File: src/rtl/uart_tx_pkg.sv
// Shared UART definitions: FSM state encoding and bit-timing arithmetic.
// The transmitter and receiver both import this package so their state
// names and counter sizing always agree.
package uart_tx_pkg;

    typedef enum logic [2:0] {
        IDLE        = 3'd0,
        START       = 3'd1,
        DATA        = 3'd2,
        PARITY      = 3'd3,
        STOP        = 3'd4,
        WAIT_GO_LOW = 3'd5
    } uart_state_e;

    // Clocks per serial bit (integer division).
    function automatic int calc_bit_time(input int clk_freq, input int baud_rate);
        return clk_freq / baud_rate;
    endfunction

    // Counter width able to hold BIT_TIME-1; never narrower than one bit.
    function automatic int cnt_width(input int bit_time);
        return (bit_time > 2) ? $clog2(bit_time) : 1;
    endfunction

endpackage

File: src/rtl/uart_tx_if.sv
// CPU-side handshake of the UART transmitter: byte, go/done request pair
// and busy flag. The serial line itself is a plain port on the block.
interface uart_tx_if;
    logic [7:0] data;
    logic       go;
    logic       bsy;
    logic       done;

    modport master (output data, go, input bsy, done);
    modport slave  (input data, go, output bsy, done);
endinterface

File: src/rtl/uart_tx_bit_timer.sv
// uart_bit_timer: down-counter that times one serial bit. Loading sets it
// to BIT_TIME-1; it then counts down and holds at zero, where expire_o is
// high. Shared with the receiver.
module uart_bit_timer
    import uart_tx_pkg::*;
#(
    parameter int BIT_TIME = 1
) (
    input  logic clk,
    input  logic rst,
    input  logic load_i,
    output logic expire_o
);
    localparam int               CNT_W    = cnt_width(BIT_TIME);
    localparam logic [CNT_W-1:0] LOAD_VAL = CNT_W'(BIT_TIME - 1);

    logic [CNT_W-1:0] cnt_q;

    // Count register: reload on request, otherwise count down to zero.
    always_ff @(posedge clk or negedge rst) begin
        if (!rst) begin
            cnt_q <= '0;
        end else if (load_i) begin
            cnt_q <= LOAD_VAL;
        end else if (cnt_q != '0) begin
            cnt_q <= cnt_q - 1'b1;
        end
    end

    assign expire_o = (cnt_q == '0);

endmodule

File: src/rtl/uart_tx.sv
// uart_tx: 8N1 UART transmitter (start bit, 8 data bits LSB first,
// STOP_BITS stop bits). Handshake: go held until done, then released.
// Optional build macro UART_TX_PARITY_EN inserts an even/odd parity bit
// (parameter PARITY_ODD) between the data bits and the stop bits.
module uart_tx
    import uart_tx_pkg::*;
#(
    parameter int CLK_FREQ  = 66_000_000,
    parameter int BAUD_RATE = 9600,
    parameter int STOP_BITS = 1
`ifdef UART_TX_PARITY_EN
    ,
    parameter bit PARITY_ODD = 1'b0
`endif
) (
    input  logic        clk,
    input  logic        rst,
    uart_tx_if.slave    bus,
    output logic        tx
);
    localparam int BIT_TIME = calc_bit_time(CLK_FREQ, BAUD_RATE);

    uart_state_e state_q, state_d;
    logic [7:0]  shreg_q, shreg_d;
    logic [2:0]  idx_q, idx_d;     // data bit index, reused as stop bit index
    logic        tx_q, tx_d;
    logic        bsy_q, bsy_d;
    logic        done_q, done_d;
    logic        load;
    logic        expire;
`ifdef UART_TX_PARITY_EN
    logic        par_q, par_d;
`endif

    uart_bit_timer #(.BIT_TIME(BIT_TIME)) u_bit_timer (
        .clk      (clk),
        .rst      (rst),
        .load_i   (load),
        .expire_o (expire)
    );

    // State and datapath registers; reset aborts any frame in progress.
    // NOTE: the shift register is a handful of flops, not a memory, so it is
    // reset along with the rest; sequential state uses <= only.
    always_ff @(posedge clk or negedge rst) begin
        if (!rst) begin
            state_q <= IDLE;
            shreg_q <= '0;
            idx_q   <= '0;
            tx_q    <= 1'b1;
            bsy_q   <= 1'b0;
            done_q  <= 1'b0;
`ifdef UART_TX_PARITY_EN
            par_q   <= 1'b0;
`endif
        end else begin
            state_q <= state_d;
            shreg_q <= shreg_d;
            idx_q   <= idx_d;
            tx_q    <= tx_d;
            bsy_q   <= bsy_d;
            done_q  <= done_d;
`ifdef UART_TX_PARITY_EN
            par_q   <= par_d;
`endif
        end
    end

    // Next-state logic; the next tx level is computed here and registered.
    // NOTE: every signal gets a hold/default value first so no latch is inferred.
    always_comb begin
        state_d = state_q;
        shreg_d = shreg_q;
        idx_d   = idx_q;
        tx_d    = tx_q;
        bsy_d   = bsy_q;
        done_d  = done_q;
        load    = 1'b0;
`ifdef UART_TX_PARITY_EN
        par_d   = par_q;
`endif
        case (state_q)
            IDLE: begin
                tx_d = 1'b1;
                if (bus.go) begin
                    shreg_d = bus.data;
                    tx_d    = 1'b0;
                    bsy_d   = 1'b1;
                    load    = 1'b1;
                    state_d = START;
`ifdef UART_TX_PARITY_EN
                    par_d   = ^bus.data;
`endif
                end
            end
            START: begin
                if (expire) begin
                    tx_d    = shreg_q[0];
                    shreg_d = shreg_q >> 1;
                    idx_d   = '0;
                    load    = 1'b1;
                    state_d = DATA;
                end
            end
            DATA: begin
                if (expire) begin
                    load = 1'b1;
                    if (idx_q == 3'd7) begin
                        idx_d = '0;
`ifdef UART_TX_PARITY_EN
                        tx_d    = par_q ^ PARITY_ODD;
                        state_d = PARITY;
`else
                        tx_d    = 1'b1;
                        state_d = STOP;
`endif
                    end else begin
                        tx_d    = shreg_q[0];
                        shreg_d = shreg_q >> 1;
                        idx_d   = idx_q + 3'd1;
                    end
                end
            end
`ifdef UART_TX_PARITY_EN
            PARITY: begin
                if (expire) begin
                    tx_d    = 1'b1;
                    load    = 1'b1;
                    state_d = STOP;
                end
            end
`endif
            STOP: begin
                if (expire) begin
                    if (idx_q == 3'(STOP_BITS - 1)) begin
                        done_d  = 1'b1;
                        bsy_d   = 1'b0;
                        state_d = WAIT_GO_LOW;
                    end else begin
                        idx_d = idx_q + 3'd1;
                        load  = 1'b1;
                    end
                end
            end
            WAIT_GO_LOW: begin
                tx_d = 1'b1;
                if (!bus.go) begin
                    done_d  = 1'b0;
                    state_d = IDLE;
                end
            end
            default: begin
                state_d = IDLE;
                tx_d    = 1'b1;
                bsy_d   = 1'b0;
                done_d  = 1'b0;
            end
        endcase
    end

    assign tx       = tx_q;
    assign bus.bsy  = bsy_q;
    assign bus.done = done_q;

endmodule
File: src/flat_wrapper.sv
// flat-port wrapper written by rule: the top's interface ports become plain ports
module uart_tx_flat import uart_tx_pkg::*;
#(
    parameter int CLK_FREQ  = 66_000_000,
    parameter int BAUD_RATE = 9600,
    parameter int STOP_BITS = 1

)
  (clk, rst, tx, bus_data, bus_go, bus_bsy, bus_done);
  uart_tx_if bus_i ();
  input  logic clk;
  input  logic rst;
  output logic tx;
  input wire logic [$bits(bus_i.data)-1:0] bus_data;
  input wire logic [$bits(bus_i.go)-1:0] bus_go;
  output wire logic [$bits(bus_i.bsy)-1:0] bus_bsy;
  output wire logic [$bits(bus_i.done)-1:0] bus_done;
  assign bus_i.data = bus_data;
  assign bus_i.go = bus_go;
  assign bus_bsy = bus_i.bsy;
  assign bus_done = bus_i.done;
  uart_tx #(.CLK_FREQ(CLK_FREQ), .BAUD_RATE(BAUD_RATE), .STOP_BITS(STOP_BITS)) u_core (.clk(clk), .rst(rst), .bus(bus_i), .tx(tx));
endmodule
File: config.mk
export PLATFORM = sky130hd
export DESIGN_NAME = uart_tx_flat
export DESIGN_NICKNAME = d
export VERILOG_FILES = /design/src/rtl/uart_tx_pkg.sv /design/src/rtl/uart_tx_if.sv /design/src/rtl/uart_tx_bit_timer.sv /design/src/rtl/uart_tx.sv /design/src/flat_wrapper.sv
export SDC_FILE = /design/constraint.sdc
export NUM_CORES = 1
export LEC_CHECK = 0
export ABC_AREA = 1
export BUFFER_PORTS_ARGS = -buffer_cell sky130_fd_sc_hd__buf_4
export CORE_AREA = 4 4 56 84
export CTS_BUF_LIST = sky130_fd_sc_hd__clkbuf_16
export CTS_CLUSTER_SIZE = 40
export DETAILED_ROUTE_END_ITERATION = 8
export DIE_AREA = 0 0 60 88
export SETUP_SLACK_MARGIN = 0.4
export SYNTH_ARGS = -nofsm -noshare
export SYNTH_HDL_FRONTEND = slang
export SYNTH_SLANG_ARGS = --single-unit
File: constraint.sdc
create_clock -name clk -period 2.85 [get_ports clk]
set_input_delay 0.1425 -clock clk [delete_from_list [all_inputs] [get_ports clk]]
set_output_delay 0.1425 -clock clk [all_outputs]
set_load 0.005 [all_outputs]
==> qor.csv, run 1 <==
metric,value,unit
period_minus_slack,1.69,ns
r2r.worst_path.cells,9,
synth_area_per_cell,7.89,sq um
synthCells,227,
cp_cell_sequence,inv_1 > ha_1 > nand2_2 > nor2_4 > nand2_4 > nor2_4 > nor2_8 > inv_4 > nor3_2,
synth_nets,242,
std_cell_rows,28,
clkLatencyLatePin,0.27,ns
synth_top_area_cell,dfrtp_1,
track_usage,0.161,
setup_ws,1.16,ns
multi_input_area,907,sq um
h-tree-depth,2,
clk_path_buf_depth,2,
cp_max_fo,10,
gp_congestion,0.820,
ys_warn_count,0,
required,3.00,ns
antenna_found_initial,0,
place_ws,1.16,ns
fin_crit_sh,0.594,
yosysTopAreaCellShare,0.405,
firstDrtPassIters,4,
syn_area,1790,sq um
rsz0062_at_grt,false,
post_cts_buffers,0,
start_util,0.457,
layout.cells.non_filler,293,
power,2.06,mW
worst_slew_margin_rel,0.737,
path_class,flop to flop,
cts_buffers,5,
clkSinkCount,30,
drive_gt1_frac,0.226,
diodes,0,
hp-start,bus_data[7],
cp-startpoint,u_core.u_bit_timer.cnt_q[0],
cts_tree,yes,
synth_cell_types,31,
p_leak,1.08,nW
route.detailed.drc,0,
ys_ff_latch,30,
ant_nets,0,
area_growth,16.2,%
r2r_start,u_core.u_bit_timer.cnt_q[0],
reg2reg_slack,1.16,ns
portBuffers,13,
area.sequential,752,sq um
power_density,990,nW/um^2
place_inst,284,
die_h,88,um
setup_viol,0,
setup_tns,0,ns
worst_path_largest_cell_delay,0.37,ns
holdWs,0.137,ns
outcome,"complete, no violations",
path_clk_slew,0.05,ns
fin_nets,262,
dpl.hpwl,2.63,mm
final_cell_mix,"73 x nand2_1, 29 x dfrtp_1, 27 x inv_1, 19 x nor2_1, 13 x buf_4",
tightestPinTransition,0.394,ns
first_iter_violations,29,
hold_viol,0,
skew,0.00147,ns
wirelength,3.56,mm
grt_max_degree,31,
slew_violations,0,
vias,1442,
crit_slowest_cell,dfrtp_1,
postCtsResizedCells,0,
cp.arrival,1.85,ns
first_global_vias,1494,
min_path_cells,3,
crit_path_start_kind,flop,
core,3920,sq um
die_area,5280,sq um
end_kind,flop,
overflow,0,
seq_area_frac_synth,0.420,
synth_area_leaders,"dfrtp_1 41%, nand2_1 15%, inv_1 5.4%, nor2_1 4.0%, nor2_2 3.1%",
wl_per_cell,12.1,um
crit_buf_inv,2,
hold_class,input pin to flop,
layout_commonest_cell,nand2_1,
irDropWorstVdd,0.581,mV
num-fill-cells,383,
crit_top_cell,nor2_4,
crit_family,simple AND/OR/NAND/NOR gates,
vias_per_cell,4.92,
fmax,0.591,GHz
ctsRootBufferMaster,clkbuf_16,
cap_viol_max_count,0,
cts_hold_buf,1,
die_w,60,um
io_pins,14,
worstSetupPathDepth,9,
grt_pass1_wl,6.30,mm
==> sequential cells by signal, indices dropped and copies added (netlist names) <==
name	count
u_core.u_bit_timer.cnt_q	13
u_core.bus.done	1
u_core.bus.bsy	1
u_core.tx	1
u_core.idx_q	3
u_core.shreg_q	8
u_core.state_q	3
==> path summary, 6_finish.rpt <==
path / to
worst max-delay path: u_core.u_bit_timer.cnt_q[2]
worst min-delay path: u_core.shreg_q[7]
worst max register to register: u_core.u_bit_timer.cnt_q[2]
worst min register to register: u_core.bus.bsy
max in group asynchronous: u_core.tx
min in group asynchronous: u_core.u_bit_timer.cnt_q[12]
==> cell type report <==
cell class	count	area share
clock buffer	5	0.0601
multi-input combinational	165	0.436
clock inverter	3	0.00601
timing repair buffer	14	0.0517
sequential	30	0.361
tap	45	0.0270
inverter	31	0.0583
==> stage by stage <==
step,instance area (sq um),util
2_1_floorplan,1790,-
3_3_place_gp,1930,0.493
3_5_place_dp,1930,0.493
4_1_cts,2080,0.531
5_1_grt,2080,0.531
6_report,2080,0.531
==> cell usage after synthesis <==
master / number
inv_4: 2
nor2_1: 19
o21ai_1: 3
o21ai_2: 1
dfrtp_1: 29
o21ai_0: 8
nor2_2: 9
nor3_1: 1
o21bai_1: 3
buf_6: 1
nand2_1: 73
nand4_1: 4
nor3_2: 3
a21oi_1: 2
inv_1: 26
nand2_4: 4
nor3_4: 1
nand3b_1: 2
xnor2_1: 2
a21oi_2: 2
nor2_4: 3
nor2_8: 1
nand3_4: 1
a21o_1: 1
nand2_2: 5
dfstp_2: 1
ha_1: 4
o211ai_1: 3
nand3_1: 9
inv_2: 3
nand3_2: 1
==> kinds of logic (layout without fill, tap and decap cells) <==
group,Yosys count,in the layout,share of synthesized area
flops,30,30,0.420
compound gates,23,23,0.0803
fa+ha+maj,4,4,0.0279
simple gates,136,136,0.388
buf+inv,32,53,0.0740
xor+xnor,2,2,0.00978
==> routing by layer <==
layer  track usage  up-vias  wire [um]
li1              -      755          -
met2         0.273       31       1770
met5             0        -          0
met3        0.0310       13        130
met1         0.177      643       1500
met4         0.105        0        156
==> power by group <==
group / total [mW] / switching (mW) / internal, mW
Combinational: 0.897 / 0.568 / 0.329
Sequential: 0.668 / 0.0983 / 0.569
Clock: 0.496 / 0.181 / 0.315
==> tightest hold or removal path, cell delays in order <==
cell and delay (ns):
buf_4 0.10, nand2_1 0.05, o21ai_1 0.07
Power figures use the tool's default switching activity.
==> inputs of run 2 (changes only) <==
ABC_AREA = 0   (was 1)
CORE_AREA = 4 4 55 82   (was 4 4 56 84)
DIE_AREA = 0 0 59 86   (was 0 0 60 88)
clock period = 1.4 ns   (was 2.85 ns; I/O delays follow)
==> qor.csv, run 2 <==
metric,value,unit,change
rsz0062_at_grt,true,,was false
cap_viol_max_count,0,,unchanged
layout.cells.non_filler,284,,was 293
path_clk_slew,0.05,ns,about the same
cp.arrival,2.07,ns,was 1.85 ns
period_minus_slack,1.92,ns,was 1.69 ns
yosysTopAreaCellShare,0.425,,was 0.405
fin_crit_sh,1.37,,was 0.594
vias,1576,,was 1442
diodes,0,,unchanged
synth_enable_flop_cells,0,,unchanged
r2r.worst_path.cells,6,,was 9
cp_max_fo,8,,was 10
crit_top_cell,ha_4,,was nor2_4
cp_cell_sequence,ha_4 > ha_4 > or3_4 > a221oi_4 > buf_12 > mux2_4,,was inv_1 > ha_1 > nand2_2 > nor2_4 > nand2_4 > nor2_4 > nor2_8 > inv_4 > nor3_2
power,2.22,mW,was 2.06 mW
portBuffers,13,,unchanged
clkSinkCount,30,,unchanged
outcome,finished with violations,,"was complete, no violations"
firstDrtPassIters,4,,unchanged
crit_slowest_cell,dfrtp_1,,unchanged
grt_max_degree,31,,unchanged
dpl.hpwl,3.13,mm,was 2.63 mm
worstSetupPathDepth,6,,was 9
p_leak,1.18,nW,was 1.08 nW
antenna_found_initial,0,,unchanged
power_density,817,nW/um^2,was 990 nW/um^2
route.detailed.drc,0,,unchanged
post_dp_cell_area,2290,sq um,was 1930 sq um
hold_viol,0,,unchanged
synth_top_area_cell,dfrtp_1,,unchanged
top_register,u_core.u_bit_timer.cnt_q,,unchanged
area_growth,58.9,%,was 16.2%
synth_ff_type,dfrtp_1,,unchanged
clk_path_buf_depth,2,,unchanged
largest_register_ffs,13,,unchanged
end_kind,flop,,unchanged
die_area,5070,sq um,was 5280 sq um
die_h,86,um,was 88 um
irDropWorstVdd,1.01,mV,was 0.581 mV
io_pins,14,,unchanged
tightestPinTransition,0.446,ns,was 0.394 ns
ant_nets,0,,unchanged
place_inst,264,,was 284
ys_ff_latch,30,,unchanged
slew_violations,0,,unchanged
overflow,0,,unchanged
path_class,flop to flop,,unchanged
hold_class,input pin to flop,,unchanged
crit_family,flip-flops,,was simple AND/OR/NAND/NOR gates
final_cell_mix,"58 x buf_4, 28 x dfrtp_1, 11 x nand2_1, 9 x nor2_1, 8 x mux2_2",,"was 73 x nand2_1, 29 x dfrtp_1, 27 x inv_1, 19 x nor2_1, 13 x buf_4"
crit_path_start_kind,flop,,unchanged
h-tree-depth,2,,unchanged
worst_path_largest_cell_delay,0.40,ns,was 0.37 ns
required,1.56,ns,was 3.00 ns
first_global_vias,1676,,was 1494
largestRegisters,"u_core.u_bit_timer.cnt_q (13), u_core.shreg_q (8)",,unchanged
skew,0.00345,ns,was 0.00147 ns
min_path_cells,3,,unchanged
gp_congestion,0.783,,was 0.820
vias_per_cell,5.55,,was 4.92
cts_buffers,5,,unchanged
grt_pass1_wl,7.71,mm,was 6.30 mm
yosys.cell_count.top_type,dfrtp_1,,was nand2_1
ys_warn_count,0,,unchanged
synthCells,169,,was 227
ctsRootBufferMaster,clkbuf_16,,unchanged
clkLatencyLatePin,0.27,ns,about the same
fmax,0.522,GHz,was 0.591 GHz
ys_async_sr_fraction,1.00,,unchanged
fin_nets,253,,was 262
stdcell_area,2720,sq um,was 2080 sq um
cts_tree,yes,,unchanged
violations,negative setup slack,,
core,3850,sq um,was 3920 sq um
synth_area_per_cell,10.1,sq um,was 7.89 sq um
wl_per_cell,15.9,um,was 12.1 um
first_iter_violations,42,,was 29
layout_commonest_cell,buf_4,,was nand2_1
setup_ws,-0.515,ns,was 1.16 ns
place_ws,-0.558,ns,was 1.16 ns
wirelength,4.52,mm,was 3.56 mm
seq_area_frac_synth,0.440,,was 0.420
die_w,59,um,was 60 um
finish.utilization,0.705,,was 0.531
std_cell_rows,28,,unchanged
ys_top_cells_by_count,"29 x dfrtp_1, 15 x mux2_2, 13 x nand2_1",,"was 73 x nand2_1, 29 x dfrtp_1, 26 x inv_1"
crit_buf_inv,1,,was 2
setup_viol,29,,was 0
syn_area,1710,sq um,was 1790 sq um
worst_slew_margin_rel,0.701,,was 0.737
synth_area_leaders,"dfrtp_1 42%, mux2_2 9.9%, a21oi_1 2.9%, ha_1 2.9%, nand2_1 2.9%",,"was dfrtp_1 41%, nand2_1 15%, inv_1 5.4%, nor2_1 4.0%, nor2_2 3.1%"
drive_gt1_frac,0.569,,was 0.226
synth_nets,184,,was 242
track_usage,0.197,,was 0.161
start_util,0.444,,was 0.457
synth_cell_types,44,,was 31
[run 2: worst paths after layout]
kind                              startpoint                      endpoint  slack [ns]
setup reg to reg             u_core.idx_q[0]             u_core.shreg_q[3]       -0.52
hold reg to reg            u_core.shreg_q[6]             u_core.shreg_q[6]        0.51
hold / removal                   bus_data[7]             u_core.shreg_q[7]       0.006
max in group asynchronous                rst                     u_core.tx        0.81
min in group asynchronous                rst  u_core.u_bit_timer.cnt_q[10]        0.26
setup / recovery             u_core.idx_q[0]             u_core.shreg_q[3]       -0.52
[run 2: area by class of cell]
cell class                 count  area, sq um
tap                           45         56.3
multi-input combinational    127         1170
sequential                    30          753
clock buffer                   5          125
fill                         311         1140
timing repair buffer          67          544
inverter                       7         28.8
clock inverter                 3         40.0
[run 2: metal layers]
layer | track usage | wire, um
met4 | 0.0660 | 98
met2 | 0.355 | 2560
met3 | 0.0407 | 114
met1 | 0.223 | 1740
met5 | 0 | 0
[run 2: cell families after synthesis]
| logic type | count (synthesis) | synth area share |
|---|---|---|
| AO/OA/AOI/OAI | 37 | 0.156 |
| XOR/XNOR | 3 | 0.0154 |
| adder cells (fa/ha/maj) | 4 | 0.0293 |
| multiplexers | 17 | 0.111 |
| buffers and inverters | 13 | 0.0293 |
| AND/OR/NAND/NOR | 65 | 0.220 |
| flip-flops | 30 | 0.440 |
[run 2: worst min-delay path: cells and delay by family]
family | cells | cell delay [ns]
compound gates | 1 | 0.05
simple gates | 1 | 0.05
buf+inv | 1 | 0.08
[run 2: through the flow]
stage / hold slack [ns] / TNS [ns]
2_1_floorplan: -0.226 / -7.85
3_3_place_gp: 0.0186 / -11.58
3_5_place_dp: 0.0246 / -12.35
4_1_cts: 0.0265 / -10.86
5_1_grt: 0.0188 / -13.71
6_report: 0.00594 / -10.92
[run 2: timing repair]
action | in CTS | in global routing
endpoints found under the hold margin | 29 | 0
buffers inserted | 4 | 6
pin swaps | 15 | 6
gates cloned | 1 | 0
resized for setup | 20 | 16
endpoints found under the setup margin | 30 | 31
hold buffers | 1 | 0
[run 2: where the power goes]
part / internal, mW / switching (mW)
clock network: 0.831 / 0.380
logic: 0.0597 / 0.0455
registers: 0.887 / 0.0154
total: 1.78 / 0.441
